===== config.mk =====
export PLATFORM = sky130hd
export DESIGN_NAME = controle_cifra_flat
export DESIGN_NICKNAME = d
export VERILOG_FILES = /design/src/rtl/controle_cifra_if.sv /design/src/rtl/controle_cifra.sv /design/src/flat_wrapper.sv
export SDC_FILE = /design/constraint.sdc
export NUM_CORES = 1
export LEC_CHECK = 0
export CAP_MARGIN = 10
export CORE_AREA = 2 2 364 366
export DETAILED_ROUTE_END_ITERATION = 7
export DIE_AREA = 0 0 366 368
export MAX_ROUTING_LAYER = met4
export PLACE_DENSITY = 0.36
export SYNTH_ARGS = -nofsm -noshare
export SYNTH_HDL_FRONTEND = slang
export SYNTH_SLANG_ARGS = --single-unit

===== constraint.sdc =====
create_clock -name clk -period 1.5 [get_ports clk]
set_input_delay 0.45 -clock clk [delete_from_list [all_inputs] [get_ports clk]]
set_output_delay 0.45 -clock clk [all_outputs]
set_load 0.02 [all_outputs]

===== src/rtl/controle_cifra_if.sv =====
// rtl/controle_cifra_if.sv - handshake, result and round-datapath signal bundle for controle_cifra
interface controle_cifra_if;
  logic         ent_valido;
  logic         ent_pronto;
  logic [127:0] bloco;
  logic [127:0] chave;
  logic         saida_valida;
  logic         saida_pronta;
  logic [127:0] saida;
  logic         ocupado;
  logic [15:0]  blocos_cifrados;
  logic [127:0] dp_estado;
  logic [127:0] dp_chave;
  logic [7:0]   dp_rcon;
  logic         dp_ultima;
  logic [127:0] dp_estado_novo;
  logic [127:0] dp_chave_nova;

  modport slave (
    input  ent_valido, bloco, chave, saida_pronta, dp_estado_novo, dp_chave_nova,
    output ent_pronto, saida_valida, saida, ocupado, blocos_cifrados,
           dp_estado, dp_chave, dp_rcon, dp_ultima
  );

  modport master (
    output ent_valido, bloco, chave, saida_pronta, dp_estado_novo, dp_chave_nova,
    input  ent_pronto, saida_valida, saida, ocupado, blocos_cifrados,
           dp_estado, dp_chave, dp_rcon, dp_ultima
  );
endinterface


===== src/rtl/controle_cifra.sv =====
// rtl/controle_cifra.sv - AES-128 round sequencer: loads block/key, steps 10 rounds through an
// external datapath and holds the ciphertext until the consumer takes it.
module controle_cifra #(
  parameter bit INVERTE = 1'b1
) (
  input  logic            clk,
  input  logic            rst_n,
  controle_cifra_if.slave bus
);
  typedef enum logic [1:0] {
    OCIOSO = 2'd0,
    RODADA = 2'd1,
    FINAL  = 2'd2
  } fsm_t;

  fsm_t         fsm_q, fsm_d;
  logic [127:0] estado_q, estado_d;
  logic [127:0] chave_q, chave_d;
  logic [3:0]   rodada_q, rodada_d;
  logic [7:0]   rcon_q, rcon_d;
  logic [15:0]  blocos_q, blocos_d;
  logic [127:0] bloco_ord, chave_ord;

  // Byte i swaps with byte 15-i so the datapath sees AES byte 0 in the low byte.
  function automatic logic [127:0] ordena(input logic [127:0] v);
    logic [127:0] r;
    r = v;
    if (INVERTE) begin
      for (int i = 0; i < 16; i++) begin
        r[8*i +: 8] = v[8*(15-i) +: 8];
      end
    end
    return r;
  endfunction

  always_comb begin
    bloco_ord = ordena(bus.bloco);
    chave_ord = ordena(bus.chave);
  end

  always_comb begin
    fsm_d    = fsm_q;
    estado_d = estado_q;
    chave_d  = chave_q;
    rodada_d = rodada_q;
    rcon_d   = rcon_q;
    blocos_d = blocos_q;
    unique case (fsm_q)
      OCIOSO: begin
        if (bus.ent_valido) begin
          estado_d = bloco_ord ^ chave_ord;
          chave_d  = chave_ord;
          rodada_d = 4'd1;
          rcon_d   = 8'h01;
          fsm_d    = RODADA;
        end
      end
      RODADA: begin
        estado_d = bus.dp_estado_novo;
        chave_d  = bus.dp_chave_nova;
        rcon_d   = {rcon_q[6:0], 1'b0} ^ (rcon_q[7] ? 8'h1B : 8'h00);
        if (rodada_q == 4'd10) begin
          rodada_d = 4'd0;
          fsm_d    = FINAL;
        end else begin
          rodada_d = rodada_q + 4'd1;
        end
      end
      FINAL: begin
        if (bus.saida_pronta) begin
          blocos_d = blocos_q + 16'd1;
          fsm_d    = OCIOSO;
        end
      end
      default: fsm_d = OCIOSO;
    endcase
  end

  always_ff @(posedge clk) begin
    if (!rst_n) begin
      fsm_q    <= OCIOSO;
      estado_q <= '0;
      chave_q  <= '0;
      rodada_q <= 4'd0;
      rcon_q   <= 8'h01;
      blocos_q <= 16'd0;
    end else begin
      fsm_q    <= fsm_d;
      estado_q <= estado_d;
      chave_q  <= chave_d;
      rodada_q <= rodada_d;
      rcon_q   <= rcon_d;
      blocos_q <= blocos_d;
    end
  end

  // Every output is a function of registered state only.
  assign bus.ent_pronto      = (fsm_q == OCIOSO);
  assign bus.ocupado         = (fsm_q != OCIOSO);
  assign bus.saida_valida    = (fsm_q == FINAL);
  assign bus.saida           = (fsm_q == FINAL) ? ordena(estado_q) : '0;
  assign bus.blocos_cifrados = blocos_q;
  assign bus.dp_estado       = estado_q;
  assign bus.dp_chave        = chave_q;
  assign bus.dp_rcon         = rcon_q;
  assign bus.dp_ultima       = (fsm_q == RODADA) && (rodada_q == 4'd10);
endmodule

===== src/flat_wrapper.sv =====
// flat-port wrapper written by rule: the top's interface ports become plain ports
module controle_cifra_flat 
#(
  parameter bit INVERTE = 1'b1
)
  (clk, rst_n, bus_ent_valido, bus_bloco, bus_chave, bus_saida_pronta, bus_dp_estado_novo, bus_dp_chave_nova, bus_ent_pronto, bus_saida_valida, bus_saida, bus_ocupado, bus_blocos_cifrados, bus_dp_estado, bus_dp_chave, bus_dp_rcon, bus_dp_ultima);
  controle_cifra_if bus_i ();
  input  logic clk;
  input  logic rst_n;
  input wire logic [$bits(bus_i.ent_valido)-1:0] bus_ent_valido;
  input wire logic [$bits(bus_i.bloco)-1:0] bus_bloco;
  input wire logic [$bits(bus_i.chave)-1:0] bus_chave;
  input wire logic [$bits(bus_i.saida_pronta)-1:0] bus_saida_pronta;
  input wire logic [$bits(bus_i.dp_estado_novo)-1:0] bus_dp_estado_novo;
  input wire logic [$bits(bus_i.dp_chave_nova)-1:0] bus_dp_chave_nova;
  output wire logic [$bits(bus_i.ent_pronto)-1:0] bus_ent_pronto;
  output wire logic [$bits(bus_i.saida_valida)-1:0] bus_saida_valida;
  output wire logic [$bits(bus_i.saida)-1:0] bus_saida;
  output wire logic [$bits(bus_i.ocupado)-1:0] bus_ocupado;
  output wire logic [$bits(bus_i.blocos_cifrados)-1:0] bus_blocos_cifrados;
  output wire logic [$bits(bus_i.dp_estado)-1:0] bus_dp_estado;
  output wire logic [$bits(bus_i.dp_chave)-1:0] bus_dp_chave;
  output wire logic [$bits(bus_i.dp_rcon)-1:0] bus_dp_rcon;
  output wire logic [$bits(bus_i.dp_ultima)-1:0] bus_dp_ultima;
  assign bus_i.ent_valido = bus_ent_valido;
  assign bus_i.bloco = bus_bloco;
  assign bus_i.chave = bus_chave;
  assign bus_i.saida_pronta = bus_saida_pronta;
  assign bus_i.dp_estado_novo = bus_dp_estado_novo;
  assign bus_i.dp_chave_nova = bus_dp_chave_nova;
  assign bus_ent_pronto = bus_i.ent_pronto;
  assign bus_saida_valida = bus_i.saida_valida;
  assign bus_saida = bus_i.saida;
  assign bus_ocupado = bus_i.ocupado;
  assign bus_blocos_cifrados = bus_i.blocos_cifrados;
  assign bus_dp_estado = bus_i.dp_estado;
  assign bus_dp_chave = bus_i.dp_chave;
  assign bus_dp_rcon = bus_i.dp_rcon;
  assign bus_dp_ultima = bus_i.dp_ultima;
  controle_cifra #(.INVERTE(INVERTE)) u_core (.clk(clk), .rst_n(rst_n), .bus(bus_i));
endmodule

==> results.toml <==
[clock_tree]
cts_hold_buffers = 0
cts_sinks = 286
h-tree-depth = 2
clk-insertion-delay-late_ns = 0.60
cts_buffers = 44
path_clk_slew_ns = 0.06
cts-root-buf = "clkbuf_16"
cts.path.max_buffers = 3
cts_tree = "done"

[pwr]
switching_share = 0.325
p_sw_mw = 9.75
peakVddDrop_mv = 0.645
p_int_mw = 20.3
p_leak_nw = 14.1
p_seq_frac = 0.302
p_comb_frac = 0.334
pwr-share-clk = 0.364
power.density_mw_per_mm2 = 859

[critical_path]
slowest_stage = "dfxtp_2"
worstPathArrival_ns = 1.99
crit_path_end_kind = "output pin"
crit_required_ns = 1.05
crit_family = "buffers and inverters"
path_max_fanout = 6
path_common_cell = "buf_12"
cp-start-kind = "flop"
cp_cell_sequence = "nor2b_4 > buf_12 > buf_12 > buf_12 > buf_16 > buf_8 > and2_4 > buf_12"
max_stage_delay_ns = 0.31
crit_type = "reg -> out"
path_buf_inv = 6

[cells_and_area]
seq_area_mm2 = 0.00606
area_growth_pct = 133
layout.nets = 3633
multi_input_comb_area_mm2 = 0.00899
fill_cells = 14200
fin_area_mm2 = 0.0350
drive_gt1_frac = 0.454

[yosys]
yosysTopAreaCellShare = 0.381
dominantRegCellSynth = "dfxtp_1"
syn-cell-area_mm2 = 0.0150
yosys-top-cells-area = "dfxtp_1, nand2_1, a311oi_2"
synthesis.nets = 2371
synth_common_cells = "nand2_1, dfxtp_1, nor2_1"
syn_area_per_cell_um2 = 8.11
ys_seq_elements = 286
netlist_instances = 1852
synth_cell_types = 45
synth_async_sr_flop_share = 0
yosysSeqAreaShare = 0.381
yosys_warnings = 0
synthMostInstantiatedCell = "nand2_1"
synth_edf_count = 0
synth_area_leader_cell = "dfxtp_1"

[sta]
setup_viol = 638
maxSlewHeadroom = 0.700
tightest_slew_ns = 0.447
slew_violations = 0
max_freq_mhz = 410
rsz0062_at_grt = "true"
fin_skew_ns = 0.0188
hold_viol_final = 0
fin_crit_sh = 1.63
fin_crit_ns = 2.44
final.setup.worst_slack_ns = -0.940

[place]
place_area_mm2 = 0.0298
gp_congestion = 0.885
dp_slack_ns = -0.705
post-dp-hpwl_mm = 89.1
port_buffers = 927

[routing]
routed-wl-met3_mm = 7.31
wl_met1_mm = 50.4
drtIter0Drc = 778
wl_mm = 121
routed.top_layer = "met4"
vias = 18500
met2_length_mm = 61.4
first_pass_iters = 7
drc_errors = 0
post_drt_wl_per_cell_um = 24.7
detail-route-antenna-nets = 0
avgViaCountPerCell = 3.78

[grt]
antenna_found_initial = 13
grt_max_degree = 38
grt_pass1_wl_mm = 151
grt-ovfl-total = 0
grt_pass1_vias = 18600
grt_util_all_layers = 0.163

[hold_path]
hp-class = "in -> reg"

[run_status]
failed_checks = "setup timing"
outcome = "complete, but fails checks"

[floorplan]
io_pins = 928
fp.dieW_um = 366
core_area_mm2 = 0.131
start_util = 0.115
row_count = 133
dieArea_mm2 = 0.135
fp.dieH_um = 368

[run]
cap_violations = 0
[area by class of cell]
| cell class | count | area share |
|---|---|---|
| diodes | 7 | 0.000501 |
| clock buffers | 67 | 0.0374 |
| clock inverters | 10 | 0.00401 |
| inverters | 4 | 0.000644 |
| multi-input cells | 1396 | 0.257 |
| flip-flops and latches | 286 | 0.173 |
| well taps | 1755 | 0.0628 |
| repair buffers | 1382 | 0.464 |
[stage by stage]
| stage | hold WS, ns | power [mW] | std cells | utilization | setup TNS (ns) |
|---|---|---|---|---|---|
| 2_1_floorplan | 0.456 | 12.2 | 1852 | - | -3.81 |
| 3_3_place_gp | 0.450 | 17.9 | 4676 | 0.228 | -222.17 |
| 3_5_place_dp | 0.458 | 17.8 | 4676 | 0.228 | -221.52 |
| 4_1_cts | 0.348 | 29.6 | 4811 | 0.252 | -217.48 |
| 5_1_grt | 0.386 | 31.4 | 4907 | 0.267 | -281.83 |
| 6_report | 0.423 | 30.0 | 4907 | 0.267 | -228.27 |
[flip-flops by register name, indices dropped and copies added (netlist names)]
name	count
u_core.rodada_q	4
u_core.bus.dp_estado	128
u_core.bus.dp_rcon	8
u_core.bus.blocos_cifrados	16
u_core.fsm_q	2
u_core.bus.dp_chave	128
[repair_timing]
item                                    in CTS  in global routing
gates cloned                                10                 55
buffers inserted                            48                 37
pin swaps                                   50                 88
endpoints found under the setup margin     690                695
gates resized for setup                   2043                142
[layout by cell type, fill, tap and decap left out, types with 10 or more instances in the layout]
cell,synthesis,layout
dfxtp_1,286,66
buf_8,0,19
a21oi_1,141,139
xnor2_1,132,132
o211ai_1,128,128
a311oi_2,110,114
dfxtp_2,0,196
and2_4,0,126
buf_12,0,156
clkbuf_1,57,12
nand2_1,516,510
clkbuf_16,0,89
dfxtp_4,0,24
clkdlybuf4s50_1,0,515
nor2_1,150,137
buf_4,5,285
buf_16,0,22
nand3_1,11,11
buf_6,1,339
clkbuf_8,0,10
[worst register-to-register path, delay by kind of cell, from the launching register on]
kind | cells | cell delay, ns
flip-flops | 1 | 0.35
AO/OA/AOI/OAI | 2 | 0.36
AND/OR/NAND/NOR | 1 | 0.11
buffers and inverters | 8 | 1.09
[worst paths after layout]
path                                          startpoint                                      to  slack (ns)  cells after the start
hold / removal                     bus_dp_chave_nova[25]    u_core.bus.dp_chave[25]$_SDFFE_PN0P_        0.42                      3
hold reg to reg   u_core.bus.dp_estado[119]$_SDFFE_PN0P_  u_core.bus.dp_estado[119]$_SDFFE_PN0P_        0.47                      2
setup reg to reg            u_core.fsm_q[0]$_SDFFE_PN0P_   u_core.bus.dp_chave[121]$_SDFFE_PN0P_       -0.53                     11
setup / recovery            u_core.fsm_q[1]$_SDFFE_PN0P_                          bus_saida[108]       -0.94                      8
[power by group through the flow]
stage | Sequential (mW) | Combinational [mW] | Clock, mW
after floorplan | 9.67 | 2.53 | 0
after global placement | 8.99 | 8.87 | 0
after detailed placement | 8.99 | 8.84 | 0
after CTS | 9.06 | 9.12 | 11.4
after global routing | 9.14 | 10.7 | 11.6
final | 9.07 | 10.0 | 10.9
[cell families (layout without fill, tap and decap cells)]
kind of cell / count (synthesis) / after routing / synth area share
muxes: 4 / 4 / 0.00267
and+or+nand+nor: 836 / 836 / 0.240
AOI/OAI and AO/OA: 411 / 412 / 0.239
buffers and inverters: 171 / 1463 / 0.0530
xor gates and xnor gates: 141 / 141 / 0.0822
adders and majority gates: 3 / 3 / 0.00250
DFF: 286 / 286 / 0.381
other: 0 / 7 / 0
[metal layers]
layer,up-vias,track usage
li1,8920,-
met1,8912,0.189
met2,612,0.282
met3,92,0.0433
met4,0,0.0353
met5,-,-
Power figures use the tool's default switching activity.
